==> src/rtl/inst_prefetch_pkg.sv <==
// Shared fetch-path types and constants for the instruction prefetch unit.
package inst_prefetch_pkg;

    typedef logic [31:0] InstAddr_t;
    typedef logic [31:0] Inst_t;

    localparam Inst_t ZeroWord      = 32'h0000_0000;
    localparam logic  RstEnable     = 1'b1;
    localparam logic  ChipEnable    = 1'b1;
    localparam logic  ChipDisable   = 1'b0;
    localparam int    InstWordBytes = 4;

    typedef struct packed {
        InstAddr_t pc;
        Inst_t     inst;
    } fetch_entry_t;

    function automatic InstAddr_t align_word(input InstAddr_t addr);
        return addr & ~32'h0000_0003;
    endfunction

endpackage

==> src/rtl/inst_fifo.sv <==
// Synchronous FIFO of fetch entries; clear empties it with the same priority as rst.
module inst_fifo
    import inst_prefetch_pkg::*;
#(
    parameter int DEPTH = 4,
    parameter int CW    = $clog2(DEPTH + 1)
) (
    input  logic               clk,
    input  logic               rst,
    input  logic               clear,
    input  logic               push,
    input  logic               pop,
    input  fetch_entry_t       din,
    output logic [CW-1:0]      count,
    output fetch_entry_t       head
);

    localparam int PW = $clog2(DEPTH);

    fetch_entry_t  mem [DEPTH];
    logic [PW-1:0] rd_ptr;
    logic [PW-1:0] wr_ptr;

    // Pointers wrap for free because DEPTH is a power of two.
    always_ff @(posedge clk) begin
        if (rst == RstEnable || clear) begin
            rd_ptr <= '0;
            wr_ptr <= '0;
            count  <= '0;
        end else begin
            if (push) begin
                mem[wr_ptr] <= din;
                wr_ptr      <= wr_ptr + 1'b1;
            end
            if (pop) begin
                rd_ptr <= rd_ptr + 1'b1;
            end
            case ({push, pop})
                2'b10:   count <= count + 1'b1;
                2'b01:   count <= count - 1'b1;
                default: count <= count;
            endcase
        end
    end

    assign head = (count != '0) ? mem[rd_ptr] : '0;

endmodule

==> src/rtl/inst_prefetch.sv <==
// Instruction fetch initiator: owns the PC, drives the ROM port and feeds decode from a prefetch queue.
module inst_prefetch
    import inst_prefetch_pkg::*;
#(
    parameter int        DEPTH    = 4,
    parameter InstAddr_t RESET_PC = 32'h0000_0000
) (
    input  logic      clk,
    input  logic      rst,
    output logic      rom_ce,
    output InstAddr_t rom_addr,
    input  Inst_t     rom_inst,
    input  logic      flush,
    input  InstAddr_t flush_pc,
    output logic      id_valid,
    input  logic      id_ready,
    output InstAddr_t id_pc,
    output Inst_t     id_inst
);

    localparam int            CW   = $clog2(DEPTH + 1);
    localparam logic [CW-1:0] FULL = CW'(DEPTH);

    InstAddr_t     pc;
    logic [CW-1:0] count;
    logic          push;
    logic          pop;
    fetch_entry_t  din;
    fetch_entry_t  head;

    assign id_valid = (count != '0) && !flush;
    assign pop      = id_valid && id_ready && !flush;
    // A full queue may still accept a fetch when the head leaves in the same cycle.
    assign push     = (rom_ce == ChipEnable) && !flush && ((count < FULL) || pop);

    assign din.pc   = pc;
    assign din.inst = rom_inst;

    always_ff @(posedge clk) begin
        if (rst == RstEnable) begin
            pc     <= RESET_PC;
            rom_ce <= ChipDisable;
        end else begin
            rom_ce <= ChipEnable;
            if (flush) begin
                pc <= align_word(flush_pc);
            end else if (push) begin
                pc <= pc + 32'(InstWordBytes);
            end
        end
    end

    inst_fifo #(
        .DEPTH (DEPTH),
        .CW    (CW)
    ) u_fifo (
        .clk   (clk),
        .rst   (rst),
        .clear (flush),
        .push  (push),
        .pop   (pop),
        .din   (din),
        .count (count),
        .head  (head)
    );

    assign rom_addr = pc;
    assign id_pc    = head.pc;
    assign id_inst  = head.inst;

endmodule

==> config.mk <==
export PLATFORM = sky130hd
export DESIGN_NAME = inst_prefetch
export DESIGN_NICKNAME = d
export VERILOG_FILES = /design/src/rtl/inst_prefetch_pkg.sv /design/src/rtl/inst_fifo.sv /design/src/rtl/inst_prefetch.sv
export SDC_FILE = /design/constraint.sdc
export NUM_CORES = 1
export LEC_CHECK = 0
export CAP_MARGIN = 25
export CORE_MARGIN = 2
export CORE_UTILIZATION = 59
export DETAILED_ROUTE_END_ITERATION = 8
export GPL_ROUTABILITY_DRIVEN = 0
export PLACE_DENSITY_LB_ADDON = 0.25
export REMOVE_ABC_BUFFERS = 1
export SLEW_MARGIN = 20
export SYNTH_ARGS = -nofsm -noshare
export SYNTH_HDL_FRONTEND = slang
export SYNTH_SLANG_ARGS = --single-unit
==> constraint.sdc <==
create_clock -name clk -period 11.91 [get_ports clk]
set_input_delay 1.7865 -clock clk [delete_from_list [all_inputs] [get_ports clk]]
set_output_delay 1.7865 -clock clk [all_outputs]
set_load 0.01 [all_outputs]
==> impl_metrics.py, run 1 <==
metrics = {
    "yosys": {
        "synth-async-reset-ratio": 0,
        "ys_warn_count": 0,
        "ys_ff_latch": 288,
        "syn_inst": 686,
        "ys_types": 50,
        "synthFlopType": "edfxtp_1",
        "syn_area_sq_um": 11700,
        "synth_edf_count": 248,
        "seq_area_frac_synth": 0.702,
        "avgSynthCellArea_sq_um": 17.1,
    },
    "critical_path": {
        "rr_startpoint": "u_fifo.count[2]",
        "arrival_ns": 3.40,
        "criticalPathCategory": "primary input to primary output",
        "start_kind": "primary input",
        "path_cells": "clkdlybuf4s50_1 -> nor2_1 -> clkdlybuf4s50_1",
        "crit_top_cell": "clkdlybuf4s50_1",
        "r2r_end": "u_fifo.count[2]",
        "critPathMaxFanout": 20,
        "critPathMaxStageDelay_ns": 0.81,
        "crit_path_end_kind": "primary output",
        "worstRegToRegCells": 9,
        "r2r_slack_ns": 8.98,
        "cp.required_ns": 10.12,
        "slowest_stage": "clkdlybuf4s50_1",
    },
    "clock_network": {
        "post_cts_buffers": 0,
        "cts-buffers-inserted": 27,
        "cts_root_buf": "clkbuf_16",
        "cts_tree": "built",
        "cts_hold_buf": 0,
        "clockBufferDepth": 3,
        "h-tree-depth": 1,
        "clock_latency_ns": 0.53,
        "clock_sinks": 288,
        "clk_pin_slew_worst_paths_ns": 0.06,
        "post_cts_resized": 0,
    },
    "route": {
        "drtIter0Drc": 585,
        "wl_per_cell_microns": 21.2,
        "drc": 0,
        "drtAntennaViolNets": 0,
        "via_per_inst": 6.10,
        "finalWirelength_microns": 23800,
        "num_vias": 6833,
        "drt_pass1_iterations": 4,
    },
    "sta": {
        "tns_ns": 0,
        "min_period_ns": 5.18,
        "rsz0062_at_grt": "false",
        "drv_slew": 0,
        "fin_skew_ns": 0.0153,
        "finalSetupViolCount": 0,
        "max_slew_margin": 0.305,
        "worst_slack_ns": 6.73,
        "timing.hold.ws_ns": 0.519,
        "fmax_mhz": 193,
        "hold_viol": 0,
        "min_period_over_period": 0.435,
        "worstMarginPinSlew_ns": 1.04,
    },
    "grt": {
        "grt_max_degree": 63,
        "overflow": 0,
        "grtUsageTotal": 0.227,
        "antenna_found_initial": 0,
        "grt_pass1_wl_microns": 37800,
        "grt_pass1_vias": 6924,
    },
    "cells_and_area": {
        "fillers": 1222,
        "syn2layout_area_growth_pct": 22.4,
        "diodes": 0,
        "fin_util": 0.736,
        "nets": 911,
        "drive_above_1_share": 0.137,
        "mostFrequentLayoutCells": "edfxtp_1 (248), clkdlybuf4s50_1 (159), nor2b_1 (63)",
        "final_common_cell": "edfxtp_1",
    },
    "placed_design": {
        "pre_cts_ws_ns": 6.47,
        "port_buffers": 159,
        "dp_hpwl_microns": 13900,
    },
    "pwr": {
        "p_leak_nw": 4.36,
        "power_density_nw_per_um2": 143,
        "ir_drop_v": 0.000130,
    },
    "floorplanning": {
        "initial_core_util": 0.602,
        "core-area_sq_um": 19500,
        "die_h_microns": 145,
        "io_pins": 166,
        "design.die.area_sq_um": 21100,
        "placementRows": 51,
        "die_w_microns": 145,
    },
    "outcome": {
        "outcome": "finished clean",
    },
    "worst_hold_path": {
        "hold_end": "u_fifo.wr_ptr[1]",
        "hold_class": "flip-flop to flip-flop",
        "whs_path_depth": 2,
        "hold_start": "u_fifo.wr_ptr[1]",
    },
    "flow_run": {
        "maxCapViolations": 0,
    },
}
-- report_power, final --
part           internal (mW)  switching [mW]  leakage, nW  total, mW
Combinational         0.0638          0.0541         1.39      0.118
Clock                  0.456           0.349        0.403      0.805
Sequential              1.11          0.0215         2.57       1.14
-- worst max-delay path: cells and delay by family --
| family | cells | cell delay, ns |
|---|---|---|
| buffers and inverters | 2 | 1.37 |
| AND/OR/NAND/NOR | 1 | 0.24 |
-- worst max-delay path by stage --
stage / from / endpoint / slack, ns / cells past startpoint
global route: flush / id_valid / 6.66 / 3
floorplan: u_fifo.count[2] / id_inst[0] / 6.06 / 2
global placement: flush / u_fifo.mem[2][44] / 6.58 / 4
detailed placement: flush / u_fifo.mem[3][15] / 6.47 / 4
finish: flush / id_valid / 6.73 / 3
CTS: flush / id_valid / 6.76 / 3
-- metrics by stage --
step	instance area, sq um	cells	power (mW)
floorplan	11600	643	1.20
global placement	13500	1072	1.27
detailed placement	13500	1072	1.27
CTS	14400	1120	2.07
global route	14400	1120	2.12
finish	14400	1120	2.06
-- per-layer routing --
layer	track usage	vias to the layer above	routed length, microns
met5	0	-	0
met1	0.315	3463	9600
met3	0.0343	37	1830
met4	0.0539	0	404
met2	0.386	293	12000
li1	-	3040	-
-- cells in the mapped netlist (all sizes together) (5+ instances only) --
| cell type | n | area, sq um |
|---|---|---|
| a211oi | 16 | 120 |
| nand4 | 10 | 68.8 |
| buf | 15 | 82.6 |
| nand3 | 10 | 50.1 |
| xnor2 | 13 | 114 |
| mux4 | 62 | 1400 |
| ha | 6 | 75.1 |
| a21oi | 5 | 25.0 |
| inv | 14 | 52.6 |
| nand2 | 14 | 52.6 |
| a31oi | 11 | 68.8 |
| clkbuf | 31 | 116 |
| and2 | 15 | 93.8 |
| o31ai | 6 | 45.0 |
| a311oi | 7 | 61.3 |
| edfxtp | 248 | 7450 |
| nor2b | 63 | 394 |
| nor2 | 24 | 90.1 |
| dfxtp | 40 | 801 |
| or4 | 17 | 131 |
| o211ai | 16 | 120 |
-- registers in the layout, summed over array words and instances (netlist names), named ones only --
signal	cells
rom_addr	30
rom_ce	1
u_fifo.count	3
u_fifo.mem	248
u_fifo.rd_ptr	2
u_fifo.wr_ptr	2
-- area by class of cell --
| type | count | area, sq um | share of cell area |
|---|---|---|---|
| clock buffer | 29 | 683 | 0.0475 |
| multi-input combinational | 341 | 3280 | 0.228 |
| timing repair buffer | 164 | 1630 | 0.113 |
| inverter | 14 | 52.6 | 0.00366 |
| sequential | 288 | 8260 | 0.574 |
| clock inverter | 19 | 143 | 0.00992 |
| tap | 265 | 332 | 0.0231 |
-- kinds of logic (layout without fill, tap and decap cells) --
| group | Yosys count | after routing | synth area share |
|---|---|---|---|
| and+or+nand+nor | 171 | 171 | 0.0855 |
| other | 1 | 4 | 0.000319 |
| adders and majority gates | 7 | 7 | 0.00810 |
| muxes | 62 | 62 | 0.119 |
| AOI/OAI and AO/OA | 82 | 82 | 0.0524 |
| buffers and inverters | 60 | 226 | 0.0214 |
| DFF | 288 | 288 | 0.702 |
| xor gates and xnor gates | 15 | 15 | 0.0112 |
Note: power is estimated with default switching activity, not from simulation.
==> run 2: changes to the inputs <==
- CORE_UTILIZATION: 59 -> 55
- clock period: 11.91 -> 5.26 ns (I/O delays scaled with it)
==> run 2 against run 1 <==
Effect of this change: utilization down 5.2 points; sequential power up 130%; non-clock buffer count up 2; clock skew down 0.0089 ns; critical path depth up 1; flip-flop and latch count unchanged; critical path type is now flip-flop to primary output; combinational power up 130%; setup slack worse by 5.3 ns; sequential share of layout area about the same; cell count up 1.3%.
==> impl_metrics.py, run 2 (synthesis gave the netlist of run 1 again) <==
metrics = {
    "grt": {
        "overflow": 0,
        "grt_pass1_vias": 6870,
        "grt_max_degree": 63,
        "grtUsageTotal": 0.219,
        "antenna_found_initial": 0,
        "grt_pass1_wl_microns": 37700,
    },
    "route": {
        "drtAntennaViolNets": 0,
        "finalWirelength_microns": 24400,
        "drc": 0,
        "num_vias": 6836,
        "via_per_inst": 6.03,
        "wl_per_cell_microns": 21.5,
        "drt_pass1_iterations": 5,
        "drtIter0Drc": 470,
    },
    "sta": {
        "hold_viol": 0,
        "rsz0062_at_grt": "false",
        "min_period_over_period": 0.730,
        "finalSetupViolCount": 0,
        "worstMarginPinSlew_ns": 0.994,
        "tns_ns": 0,
        "fin_skew_ns": 0.00643,
        "max_slew_margin": 0.337,
        "min_period_ns": 3.84,
        "fmax_mhz": 261,
        "timing.hold.ws_ns": 0.509,
        "drv_slew": 0,
    },
    "critical_path": {
        "criticalPathCategory": "flip-flop to primary output",
        "critPathMaxFanout": 35,
        "start_kind": "flip-flop",
        "arrival_ns": 3.05,
        "cp.required_ns": 4.47,
        "crit_path_end_kind": "primary output",
        "r2r_slack_ns": 2.35,
    },
    "pwr": {
        "p_leak_nw": 4.37,
        "ir_drop_v": 0.000253,
        "power_density_nw_per_um2": 322,
    },
    "cells_and_area": {
        "fin_util": 0.684,
        "largest_reg_flops": 248,
        "syn2layout_area_growth_pct": 22.5,
        "final_cells": 1134,
        "mostFrequentLayoutCells": "edfxtp_1 (248), clkdlybuf4s50_1 (159), nor2b_1 (63)",
        "nets": 914,
        "drive_above_1_share": 0.136,
        "regMostFlops": "u_fifo.mem",
        "final_common_cell": "edfxtp_1",
        "diodes": 0,
    },
    "floorplanning": {
        "die_w_microns": 150,
        "initial_core_util": 0.559,
        "design.die.area_sq_um": 22500,
        "placementRows": 53,
        "die_h_microns": 150,
        "io_pins": 166,
        "core-area_sq_um": 21000,
    },
    "clock_network": {
        "cts_hold_buf": 0,
        "cts_root_buf": "clkbuf_16",
        "post_cts_resized": 0,
        "h-tree-depth": 1,
        "cts-buffers-inserted": 28,
        "clk_pin_slew_worst_paths_ns": 0.06,
        "clock_sinks": 288,
        "clockBufferDepth": 3,
        "clock_latency_ns": 0.53,
        "cts_tree": "built",
        "post_cts_buffers": 0,
    },
    "outcome": {
        "outcome": "finished clean",
    },
    "placed_design": {
        "port_buffers": 159,
        "dp_hpwl_microns": 14300,
        "dp.cells": 1084,
    },
    "worst_hold_path": {
        "hold_class": "flip-flop to flip-flop",
    },
    "flow_run": {
        "maxCapViolations": 0,
    },
}
## run 2: changes by cell type in the layout (fill, tap and decap cells not counted)
cell,delta
clkbuf_1,+8
clkinv_1,-4
buf_4,+2
bufinv_16,-2
clkbuf_16,+2
clkinv_2,+1
clkinv_4,-1
clkinvlp_4,-1
inv_6,-1
## run 2: power breakdown
group          internal (mW)  leakage [nW]  switching [mW]
Clock                   1.00         0.398           0.787
Sequential              2.52          2.57          0.0498
Combinational          0.145          1.40           0.123
Total                   3.67          4.37           0.960
## run 2: routing by layer
metal  vias up  part of all wire  track usage
met1      3422              0.42        0.314
met3        41             0.083       0.0330
met2       334              0.49        0.364
li1       3039                 -            -
met5         -                 0            0
met4         0             0.015       0.0486
## run 2: final timing paths
check | from | endpoint | cells past startpoint
max | flip-flop | id_pc[18] | 4
min reg2reg | u_fifo.wr_ptr[1] | u_fifo.wr_ptr[1] | 2
max reg2reg | u_fifo.count[2] | u_fifo.count[2] | 9
min | u_fifo.wr_ptr[1] | u_fifo.wr_ptr[1] | 2
## run 2: through the flow
stage                     power, mW  instance area [sq um]  worst slack, ns
after global routing           4.77                  14400             1.22
after floorplan                2.71                  11600           0.0750
after global placement         2.88                  13600             1.39
after CTS                      4.65                  14400             1.32
final                          4.63                  14400             1.42
after detailed placement       2.89                  13600             1.36
## run 2: cell type report
cell class	count	area, sq um
repair buffers	166	1640
clock buffers	39	763
multi-input cells	341	3280
clock inverters	11	47.5
inverters	14	52.6
well taps	275	344
flip-flops and latches	288	8260
fillers	1376	6640
## run 2: worst max-delay path, cell delays in order (launching register included)
cell and delay (ns):
dfxtp_4 0.83, buf_4 0.43, mux4_2 0.55, nor2b_1 0.16
clkdlybuf4s50_1 0.52
